<file path="config.mk">
export PLATFORM = sky130hd
export DESIGN_NAME = pc_gen_flat
export DESIGN_NICKNAME = d
export VERILOG_FILES = /design/src/rtl/pc_gen_if.sv /design/src/rtl/pc_gen.sv /design/src/flat_wrapper.sv
export SDC_FILE = /design/constraint.sdc
export NUM_CORES = 1
export LEC_CHECK = 0
export CAP_MARGIN = 20
export CORE_ASPECT_RATIO = 1.25
export CORE_UTILIZATION = 44
export DETAILED_ROUTE_END_ITERATION = 12
export PLACE_DENSITY_LB_ADDON = 0.08
export SYNTH_ARGS = -nofsm -noshare
export SYNTH_HDL_FRONTEND = slang
export SYNTH_SLANG_ARGS = --single-unit
</file>
<file path="constraint.sdc">
create_clock -name clk -period 1.85 [get_ports clk]
set_input_delay 0.555 -clock clk [delete_from_list [all_inputs] [get_ports clk]]
set_output_delay 0.555 -clock clk [all_outputs]
set_load 0.02 [all_outputs]
</file>
<file path="src/rtl/pc_gen_if.sv">
// Fetch-side bus of the program-counter generator: redirect inputs from the
// stall controller and branch unit, fetch address and status back out.
interface pc_gen_if #(
  parameter int ADDR_W  = 32,
  parameter int STALL_W = 6
);
  logic [STALL_W-1:0] stall;
  logic               flush;
  logic [ADDR_W-1:0]  flush_target;
  logic               branch_flag_i;
  logic [ADDR_W-1:0]  branch_target_address_i;
  logic [ADDR_W-1:0]  pc;
  logic               ce;
  logic               pc_misalign;
  logic               redirect_pending;

  // Driver side: pipeline control and branch unit.
  modport master (
    output stall, flush, flush_target, branch_flag_i, branch_target_address_i,
    input  pc, ce, pc_misalign, redirect_pending
  );

  // PC generator side.
  modport slave (
    input  stall, flush, flush_target, branch_flag_i, branch_target_address_i,
    output pc, ce, pc_misalign, redirect_pending
  );
endinterface

</file>
<file path="src/rtl/pc_gen.sv">
// Program-counter generator for the IF stage. Produces the registered fetch
// address and instruction-memory enable, with flush, branch and a held
// branch (captured while IF was stalled) as redirect sources.
module pc_gen #(
  parameter int              ADDR_W     = 32,
  parameter logic [ADDR_W-1:0] RESET_VEC = '0,
  parameter int              STEP       = 4,
  parameter int              STALL_W    = 6,
  parameter int              ALIGN_BITS = 2
) (
  input logic     clk,
  input logic     rst,
  pc_gen_if.slave bus
);

  typedef enum logic {BOOT, RUN} state_e;

  // Keeps the low-bit slice legal when the alignment check is disabled.
  localparam int MASK_W = (ALIGN_BITS > 0) ? ALIGN_BITS : 1;
  localparam logic CHECK_ALIGN = (ALIGN_BITS > 0);

  state_e            state_q, state_d;
  logic [ADDR_W-1:0] pc_q, pc_d;
  logic [ADDR_W-1:0] pend_addr_q, pend_addr_d;
  logic              pend_q, pend_d;
  logic              ce_q, ce_d;
  logic              misalign_q, misalign_d;

  // Next-state selection: boot hand-off, then strict redirect priority in RUN.
  always_comb begin
    // NOTE: every variable gets a default before any branch so no path leaves
    // it unassigned; otherwise synthesis infers a latch.
    state_d     = state_q;
    pc_d        = pc_q;
    pend_d      = pend_q;
    pend_addr_d = pend_addr_q;
    ce_d        = ce_q;

    unique case (state_q)
      BOOT: begin
        // First edge out of reset fetches RESET_VEC; redirects are ignored.
        state_d = RUN;
        ce_d    = 1'b1;
        pc_d    = RESET_VEC;
      end
      RUN: begin
        ce_d = 1'b1;
        if (bus.flush) begin
          pc_d   = bus.flush_target;
          pend_d = 1'b0;
        end else if (bus.stall[0]) begin
          // IF frozen: hold pc, remember the most recent taken branch.
          if (bus.branch_flag_i) begin
            pend_addr_d = bus.branch_target_address_i;
            pend_d      = 1'b1;
          end
        end else if (bus.branch_flag_i) begin
          // A live branch supersedes any held one.
          pc_d   = bus.branch_target_address_i;
          pend_d = 1'b0;
        end else if (pend_q) begin
          pc_d   = pend_addr_q;
          pend_d = 1'b0;
        end else begin
          pc_d = pc_q + ADDR_W'(STEP);
        end
      end
      default: begin
        state_d = BOOT;
      end
    endcase

    // Status computed from the next pc so it registers alongside it.
    misalign_d = ce_d && CHECK_ALIGN && (pc_d[MASK_W-1:0] != '0);
  end

  // State and output registers with synchronous active-high reset.
  always_ff @(posedge clk) begin
    // NOTE: sequential state uses non-blocking assignments so all registers
    // update together from values sampled at the same edge.
    if (rst) begin
      state_q     <= BOOT;
      pc_q        <= RESET_VEC;
      pend_addr_q <= '0;
      pend_q      <= 1'b0;
      ce_q        <= 1'b0;
      misalign_q  <= 1'b0;
    end else begin
      state_q     <= state_d;
      pc_q        <= pc_d;
      pend_addr_q <= pend_addr_d;
      pend_q      <= pend_d;
      ce_q        <= ce_d;
      misalign_q  <= misalign_d;
    end
  end

  assign bus.pc               = pc_q;
  assign bus.ce               = ce_q;
  assign bus.pc_misalign      = misalign_q;
  assign bus.redirect_pending = pend_q;

endmodule
</file>
<file path="src/flat_wrapper.sv">
// flat-port wrapper written by rule: the top's interface ports become plain ports
module pc_gen_flat 
#(
  parameter int              ADDR_W     = 32,
  parameter logic [ADDR_W-1:0] RESET_VEC = '0,
  parameter int              STEP       = 4,
  parameter int              STALL_W    = 6,
  parameter int              ALIGN_BITS = 2
)
  (clk, rst, bus_stall, bus_flush, bus_flush_target, bus_branch_flag_i, bus_branch_target_address_i, bus_pc, bus_ce, bus_pc_misalign, bus_redirect_pending);
  pc_gen_if #(.ADDR_W(ADDR_W), .STALL_W(STALL_W)) bus_i ();
  input logic clk;
  input logic rst;
  input wire logic [$bits(bus_i.stall)-1:0] bus_stall;
  input wire logic [$bits(bus_i.flush)-1:0] bus_flush;
  input wire logic [$bits(bus_i.flush_target)-1:0] bus_flush_target;
  input wire logic [$bits(bus_i.branch_flag_i)-1:0] bus_branch_flag_i;
  input wire logic [$bits(bus_i.branch_target_address_i)-1:0] bus_branch_target_address_i;
  output wire logic [$bits(bus_i.pc)-1:0] bus_pc;
  output wire logic [$bits(bus_i.ce)-1:0] bus_ce;
  output wire logic [$bits(bus_i.pc_misalign)-1:0] bus_pc_misalign;
  output wire logic [$bits(bus_i.redirect_pending)-1:0] bus_redirect_pending;
  assign bus_i.stall = bus_stall;
  assign bus_i.flush = bus_flush;
  assign bus_i.flush_target = bus_flush_target;
  assign bus_i.branch_flag_i = bus_branch_flag_i;
  assign bus_i.branch_target_address_i = bus_branch_target_address_i;
  assign bus_pc = bus_i.pc;
  assign bus_ce = bus_i.ce;
  assign bus_pc_misalign = bus_i.pc_misalign;
  assign bus_redirect_pending = bus_i.redirect_pending;
  pc_gen #(.ADDR_W(ADDR_W), .RESET_VEC(RESET_VEC), .STEP(STEP), .STALL_W(STALL_W), .ALIGN_BITS(ALIGN_BITS)) u_core (.clk(clk), .rst(rst), .bus(bus_i));
endmodule
</file>
==> results.txt, run 1 <==
----------------------------------------------------
[STA]
  Max Clock Freq ... about 550 MHz
  Final worst path period share ... 97.77%
  Largest clock skew in the final design ... 9.300 ps
  Endpoints failing setup ... 0
  Setup repair after global routing missed its margin ... yes
  Transition at the pin with the smallest max-transition slack ... 414.2 ps
  Fin crit period ... around 1800 ps
  Max-slew violations ... 0
  Post-Route Setup TNS ... 0 ps
  Worst slack on hold paths ... 452.8 ps
  Final hold violation count ... 0
  Normalized max-slew margin ... between 70% and 80%

[Clock network]
  Clock buffers created by TritonCTS ... 9
  TritonCTS clock tree ... yes
  Cell chosen for the clock root ... sky130_fd_sc_hd__clkbuf_8
  Num Clock Sinks ... 67
  Post-cts hold buffer count ... 0
  Worst-skew pair later-pin latency ... 340 ps
  Clock slew seen by the registers of the worst setup and hold paths ... 70 ps
  Number of levels in the clock H-tree ... 3
  Max clock buf depth ... 2

[Critical path]
  Largest stage delay, worst path ... ~600 ps
  Family with the most delay on the worst path ... buffers and inverters
  Crit path capture type ... output port
  Required time of the critical path ... 1290 ps
  Worst path arrival time ... 1250 ps
  Critical-path top delay cell ... sky130_fd_sc_hd__clkdlybuf4s50_1
  Buffers and inverters on the worst path ... 1
  Category of the most critical setup path ... reg2out
  Critical-path maximum fanout ... 1
  Setup crit start kind ... register
  Cells along the critical path ... clkdlybuf4s50_1

[Cells and area]
  Number of antenna repair diodes ... 0
  Post-route standard cell area excluding fillers ... 5786 um^2
  Area overhead of the layout relative to synthesis ... 45.55%
  Fin cells ... 787
  Fillers ... roughly 800
  Ratio of cells with drive above 1 in the final layout ... 18.29%
  Final #Nets ... 737

[Placement]
  Cell area after placement ... 5533 um^2
  Port Buffer Count ... 103
  HPWL after detailed placement ... 9.339 mm
  Gp weighted congestion ... 0.9064
  Dpl cells ... a little under 800

[Pwr]
  IR Drop Worst-Case VDD ... 357.8 uV
  Leakage power summed over all cells ... roughly 2.2 nW
  Overall Power ... 3.562 mW
  Pwr/cell area ... 615.8 nW/um^2

[Synthesis]
  Netlist area before placement ... 3975 um^2
  Number of synthesized flops with an enable pin ... 0
  Per-instance average area after synthesis ... approximately 7.5 um^2
  Cell type with the largest total area after synthesis ... sky130_fd_sc_hd__dfxtp_1
  Most frequently used cell type in the post-synthesis netlist ... sky130_fd_sc_hd__nand2_1
  Fraction of registers with async set or reset after synthesis ... 0%
  Top cells by area in the synthesized netlist ... sky130_fd_sc_hd__dfxtp_1 (34%), sky130_fd_sc_hd__nand2_1 (10%), sky130_fd_sc_hd__a21oi_1 (8.3%), sky130_fd_sc_hd__xnor2_1 (4.0%), sky130_fd_sc_hd__clkbuf_1 (3.7%)
  Number of warnings printed during yosys synthesis ... 0
  Area share of the largest cell type after synthesis ... 33.74%
  Seq cells post-synth ... 67
  Leading cell types by count after synthesis ... sky130_fd_sc_hd__nand2_1 (111), sky130_fd_sc_hd__dfxtp_1 (67), sky130_fd_sc_hd__a21oi_1 (66), sky130_fd_sc_hd__clkbuf_1 (39), sky130_fd_sc_hd__o21ai_0 (29)
  Top_reg_cell synth ... sky130_fd_sc_hd__dfxtp_1
  Register area share after synthesis ... 33.74%
  Net count after synthesis ... 605
  Post-synthesis cell type count ... 63
  Cell count after synthesis ... 530

[Floorplanning]
  Die footprint ... 9421 um^2
  Boundary Pins ... 109
  Standard-cell row count ... 38
  Y dimension of the die ... 108.3 um
  Horizontal die dimension ... 87.02 um
  CORE AREA ... 8701 um^2
  Effective utilization at floorplan ... 45.69%

[Run]
  Max cap viols ... 0

[Global route]
  First-pass GRT wire length ... 20.41 mm
  Antenna violations before repair ... 0
  Overflow after GRT ... 0
  Maximum number of pins on one net before global-route repair ... 44
  Total routing usage reported by global routing ... 28.02%
  Via count of the first global-routing pass ... roughly 4000

[Route]
  Wire per inst ... 16.30 um
  Number of design rule violations left after detail routing ... 0
  Vias per std cell ... 5.571
  Initial detailed-routing violation count ... between 300 and 400
  Remaining antenna violation count after routing ... 0
  Vias ... 4384
  Drt total wl ... between 10 and 15 mm
  Length of the first detailed-routing pass in iterations ... 6

[Hold path]
  Hold Path Class ... reg2reg

[Run status]
  Run status ... completed

----------------------------------------------------
[cells by family after synthesis]
logic type               Yosys count  share of synthesized area, %
AND/OR/NAND/NOR                  208                         27.32
AO/OA/AOI/OAI                    155                         24.11
flip-flops                        67                         33.74
buffers and inverters             64                         6.358
XOR/XNOR                          22                         4.847
multiplexers                      13                         3.305
adder cells (fa/ha/maj)            1                        0.3147
[metal layers]
| metal | up-vias | share of wire (%) | global-route usage (%) |
|---|---|---|---|
| met4 | 0 | 1.1 | 7.976 |
| met2 | 155 | 48 | 45.95 |
| met5 | - | 0 | 0 |
| met3 | 11 | 6.1 | 4.809 |
| li1 | 2141 | - | - |
| met1 | 2077 | 45 | 37.59 |
[area by class of cell]
type                       instances  area, um^2  share of cell area, %
clock inverter                     5       60.06                  1.038
inverter                          19       71.32                  1.233
multi-input combinational        399        2447                  42.30
clock buffer                      11       151.4                  2.617
tap                              120       150.1                  2.595
timing repair buffer             166        1540                  26.62
sequential                        67        1365                  23.59
[worst paths after layout]
check,cells past startpoint,slack [ps],endpoint,from
max,1,40,bus_pc_misalign,u_core.bus.pc_misalign$_SDFF_PP0_
min,2,450,u_core.pend_addr_q[11]$_SDFFE_PP0P_,u_core.pend_addr_q[11]$_SDFFE_PP0P_
min reg2reg,2,450,u_core.pend_addr_q[11]$_SDFFE_PP0P_,u_core.pend_addr_q[11]$_SDFFE_PP0P_
max reg2reg,7,80,u_core.bus.pc[24]$_SDFFE_PP0P_,u_core.bus.pc[3]$_SDFFE_PP0P_
[repair_timing]
item	in CTS	in global routing
resized for setup	35	16
pin swaps	0	3
setup buffers	0	2
endpoints found under the hold margin	0	0
setup endpoints to repair	35	25
[power breakdown]
group	switching (mW)	internal [mW]	leakage [nW]	total (mW)
combinational	0.345	0.358	1.55	0.704
clock	0.614	0.700	0.102	1.31
sequential	0.0542	1.49	0.552	1.55
total	1.01	2.55	2.21	3.56
[through the flow]
| stage | setup slack, ps | utilization (%) |
|---|---|---|
| after global routing | -2.950 | 66.49 |
| after detailed placement | -377.2 | 63.59 |
| final | 41.29 | 66.49 |
| after floorplan | 15.91 | - |
| after CTS | 18.41 | 65.60 |
| after global placement | -329.7 | 63.59 |
[registers in the layout, summed over array words and instances, names as in the netlist]
name / cells
u_core.pend_addr_q: 32
u_core.bus.pc_misalign: 1
u_core.state_q: 1
u_core.bus.redirect_pending: 1
u_core.bus.pc: 32
[cells in the final DEF, fill, tap and decap left out, types with 4 or more instances in the layout]
| cell | count |
|---|---|
| sky130_fd_sc_hd__dfxtp_1 | 52 |
| sky130_fd_sc_hd__a21oi_1 | 66 |
| sky130_fd_sc_hd__nor3_2 | 6 |
| sky130_fd_sc_hd__clkbuf_8 | 11 |
| sky130_fd_sc_hd__nand2b_1 | 6 |
| sky130_fd_sc_hd__inv_1 | 19 |
| sky130_fd_sc_hd__buf_6 | 5 |
| sky130_fd_sc_hd__and3_1 | 7 |
| sky130_fd_sc_hd__dlygate4sd2_1 | 34 |
| sky130_fd_sc_hd__a31oi_1 | 6 |
| sky130_fd_sc_hd__nand4_1 | 6 |
| sky130_fd_sc_hd__and4_1 | 4 |
| sky130_fd_sc_hd__a211oi_1 | 4 |
| sky130_fd_sc_hd__buf_4 | 53 |
| sky130_fd_sc_hd__nor4_2 | 4 |
| sky130_fd_sc_hd__nor2_1 | 8 |
| sky130_fd_sc_hd__clkdlybuf4s50_1 | 67 |
| sky130_fd_sc_hd__xnor2_1 | 18 |
| sky130_fd_sc_hd__o21ai_0 | 29 |
| sky130_fd_sc_hd__a22oi_1 | 6 |
| sky130_fd_sc_hd__o22ai_1 | 9 |
| sky130_fd_sc_hd__dfxtp_2 | 13 |
| sky130_fd_sc_hd__buf_12 | 5 |
| sky130_fd_sc_hd__a32o_1 | 4 |
| sky130_fd_sc_hd__and2_1 | 7 |
| sky130_fd_sc_hd__nor3_1 | 11 |
| sky130_fd_sc_hd__nand2_1 | 111 |
| sky130_fd_sc_hd__xor2_1 | 4 |
| sky130_fd_sc_hd__nand3_1 | 9 |
| sky130_fd_sc_hd__nor2b_1 | 8 |
| sky130_fd_sc_hd__mux2i_1 | 12 |
Note: power is estimated with default switching activity, not from simulation.
==> run 2, diff against run 1 <==
- CORE_UTILIZATION: 44 -> 49
- clock period: 1.85 -> 1.9 ns (I/O delays scaled with it)
==> run 2 against run 1 <==
Global-route usage increased by 4.3 points. Clock skew increased by 5.9 ps. Worst setup slack improved by 6.9 ps. Combinational power decreased by 2%. Design area decreased by 0.58%. Total power decreased by 0.96%. Sequential cell count unchanged. Critical endpoint is now u_core.bus.pc[23]$_SDFFE_PP0P_.
==> results.txt, run 2 (synthesis results as in run 1) <==
----------------------------------------------------
[Critical path]
  Crit path capture type ... register
  Setup crit start kind ... input port
  Largest stage delay, worst path ... 510 ps (-90 ps)
  Most numerous cell on the critical path ... sky130_fd_sc_hd__buf_4
  Cells along the critical path ... clkdlybuf4s50_1 > inv_1 > nand2_1 > buf_4 > nor3_2 > buf_4 > a32oi_1 > o21ai_0
  Critical-path maximum fanout ... 11 (+10)
  Critical-path top delay cell ... sky130_fd_sc_hd__clkdlybuf4s50_1
  Category of the most critical setup path ... in2reg
  Worst path arrival time ... 2060 ps (+810 ps)
  Buffers and inverters on the worst path ... 4 (+3)
  Family with the most delay on the worst path ... buffers and inverters
  Required time of the critical path ... 2100 ps (+810 ps)

[Cells and area]
  Ratio of cells with drive above 1 in the final layout ... 17.04% (-1.3 points)
  Leading cell types in the layout, fill and taps excluded ... sky130_fd_sc_hd__nand2_1 (111), sky130_fd_sc_hd__clkdlybuf4s50_1 (66), sky130_fd_sc_hd__a21oi_1 (65)
  Seq. cell area ... 1348 um^2 (-1.3%)
  Area overhead of the layout relative to synthesis ... 44.70%
  Final #Nets ... 739 (+0.27%)
  Post-route standard cell area excluding fillers ... 5752 um^2 (-0.58%)
  Footprint of the multi-input gates ... 2457 um^2 (+0.41%)
  Number of antenna repair diodes ... 0 (unchanged)
  Fillers ... 661 (-17%)
  Most common cell after layout, fill and taps aside ... sky130_fd_sc_hd__nand2_1

[Placement]
  Place WS ... -452.7 ps (-75.47 ps)
  Port Buffer Count ... 103 (unchanged)
  Cell area after placement ... 5490 um^2 (-0.77%)
  HPWL after detailed placement ... 9.395 mm (+0.60%)
  Gp weighted congestion ... 0.8553 (-5.6%)

[STA]
  Max-slew violations ... 0 (unchanged)
  Post-route worst setup slack ... 48.14 ps (+6.856 ps)
  Max Clock Freq ... around 540 MHz
  Final worst path period share ... 97.47%
  Fin crit period ... 1852 ps
  Endpoints failing setup ... 0 (unchanged)
  Final hold violation count ... 0 (unchanged)
  Post-Route Setup TNS ... 0 ps (unchanged)
  Worst slack on hold paths ... 454.9 ps (+2.067 ps)
  Normalized max-slew margin ... 71.73% (-0.66 points)
  Setup repair after global routing missed its margin ... no
  Largest clock skew in the final design ... 15.18 ps (+5.879 ps)
  Transition at the pin with the smallest max-transition slack ... 419.6 ps (+5.435 ps)

[Floorplanning]
  Boundary Pins ... 109 (unchanged)
  Effective utilization at floorplan ... 50.72% (+5.0 points)
  Standard-cell row count ... 36 (-5.3%)
  CORE AREA ... 7838 um^2 (-9.9%)
  Y dimension of the die ... 102.7 um (-5.1%)
  Horizontal die dimension ... 82.56 um (-5.1%)
  Die footprint ... 8479 um^2 (-10%)

[Global route]
  Via count of the first global-routing pass ... 4200 (+4.1%)
  Maximum number of pins on one net before global-route repair ... 44 (unchanged)
  Total routing usage reported by global routing ... 32.31% (+4.3 points)
  Overflow after GRT ... 0 (unchanged)
  Antenna violations before repair ... 0 (unchanged)
  First-pass GRT wire length ... 20.53 mm (+0.61%)

[Route]
  Vias ... 4539 (+3.5%)
  Number of design rule violations left after detail routing ... 0 (unchanged)
  Wire per inst ... 17.30 um (+6.1%)
  Remaining antenna violation count after routing ... 0 (unchanged)
  Drt total wl ... 13.22 mm (+3.0%)
  Vias per std cell ... 5.941 (+6.7%)
  Initial detailed-routing violation count ... 300 (-12%)
  Length of the first detailed-routing pass in iterations ... 8 (+2)

[Pwr]
  Pwr/cell area ... 613.4 nW/um^2 (-0.38%)
  Overall Power ... 3.528 mW (-0.96%)
  IR Drop Worst-Case VDD ... 372.6 uV (+4.1%)
  Leakage power summed over all cells ... 2.250 nW (+2.0%)

[Clock network]
  Cell chosen for the clock root ... sky130_fd_sc_hd__clkbuf_8
  Post-cts hold buffer count ... 0 (unchanged)
  Clock buffers created by TritonCTS ... 9 (unchanged)
  Post-CTS repair timing setup buffer count ... 0 (unchanged)
  Max clock buf depth ... 2 (unchanged)
  TritonCTS clock tree ... yes
  Num Clock Sinks ... 67 (unchanged)
  Number of levels in the clock H-tree ... 3 (unchanged)
  Clock slew seen by the registers of the worst setup and hold paths ... 70 ps (about the same)
  Worst-skew pair later-pin latency ... 340 ps (about the same)

[Run status]
  Run status ... completed

[Run]
  Max cap viols ... 0 (unchanged)

[Hold path]
  Hold Path Class ... reg2reg

----------------------------------------------------
[run 2: per-layer routing]
layer  track usage [%]  routed length [um]  share of wire (%)  up-vias
li1                  -                   -                  -     2150
met1             41.11                5367                 41     2123
met2             53.15                6478                 49      240
met3             5.575                1118                8.5       26
met4             14.32                 251                1.9        0
met5                 0                   0                  0        -
[run 2: per-stage QoR]
stage / utilization (%) / cells
finish: 73.39 / 764
global route: 73.39 / 764
CTS: 72.45 / 764
detailed placement: 70.05 / 748
global placement: 70.05 / 748
floorplan: - / 530
[run 2: final timing paths]
path	cells after the start	slack [ps]	start	endpoint
max	8	50	rst	u_core.bus.pc[23]$_SDFFE_PP0P_
min	2	450	u_core.pend_addr_q[16]$_SDFFE_PP0P_	u_core.pend_addr_q[16]$_SDFFE_PP0P_
max reg2reg	6	50	u_core.bus.pc[18]$_SDFFE_PP0P_	u_core.bus.pc[24]$_SDFFE_PP0P_
min reg2reg	2	450	u_core.pend_addr_q[16]$_SDFFE_PP0P_	u_core.pend_addr_q[16]$_SDFFE_PP0P_
[run 2: worst register-to-register path, cell delays in order (launching register included)]
cell and delay (ps):
sky130_fd_sc_hd__dfxtp_1 400, sky130_fd_sc_hd__nand4_1 140, sky130_fd_sc_hd__or2_1 390, sky130_fd_sc_hd__buf_4 210, sky130_fd_sc_hd__o31a_1 280, sky130_fd_sc_hd__nor3_2 200
sky130_fd_sc_hd__o32ai_2 120
[run 2: what timing repair did]
item                       CTS  global route
setup endpoints to repair   54            17
pin swaps                    0             1
resized for setup           37            14
[run 2: cell type report]
type / instances / area share (%)
Timing Repair Buffer: 168 / 26.73
Sequential cell: 67 / 23.43
Tap cell: 95 / 2.067
Multi-Input combinational cell: 399 / 42.72
Inverter: 19 / 1.240
Clock buffer: 12 / 2.523
Clock inverter: 4 / 1.283
[run 2: power by group]
| part | switching [mW] | internal, mW | leakage, nW |
|---|---|---|---|
| combinational | 0.347 | 0.344 | 1.59 |
| clock | 0.560 | 0.777 | 0.111 |
| sequential | 0.0483 | 1.45 | 0.547 |
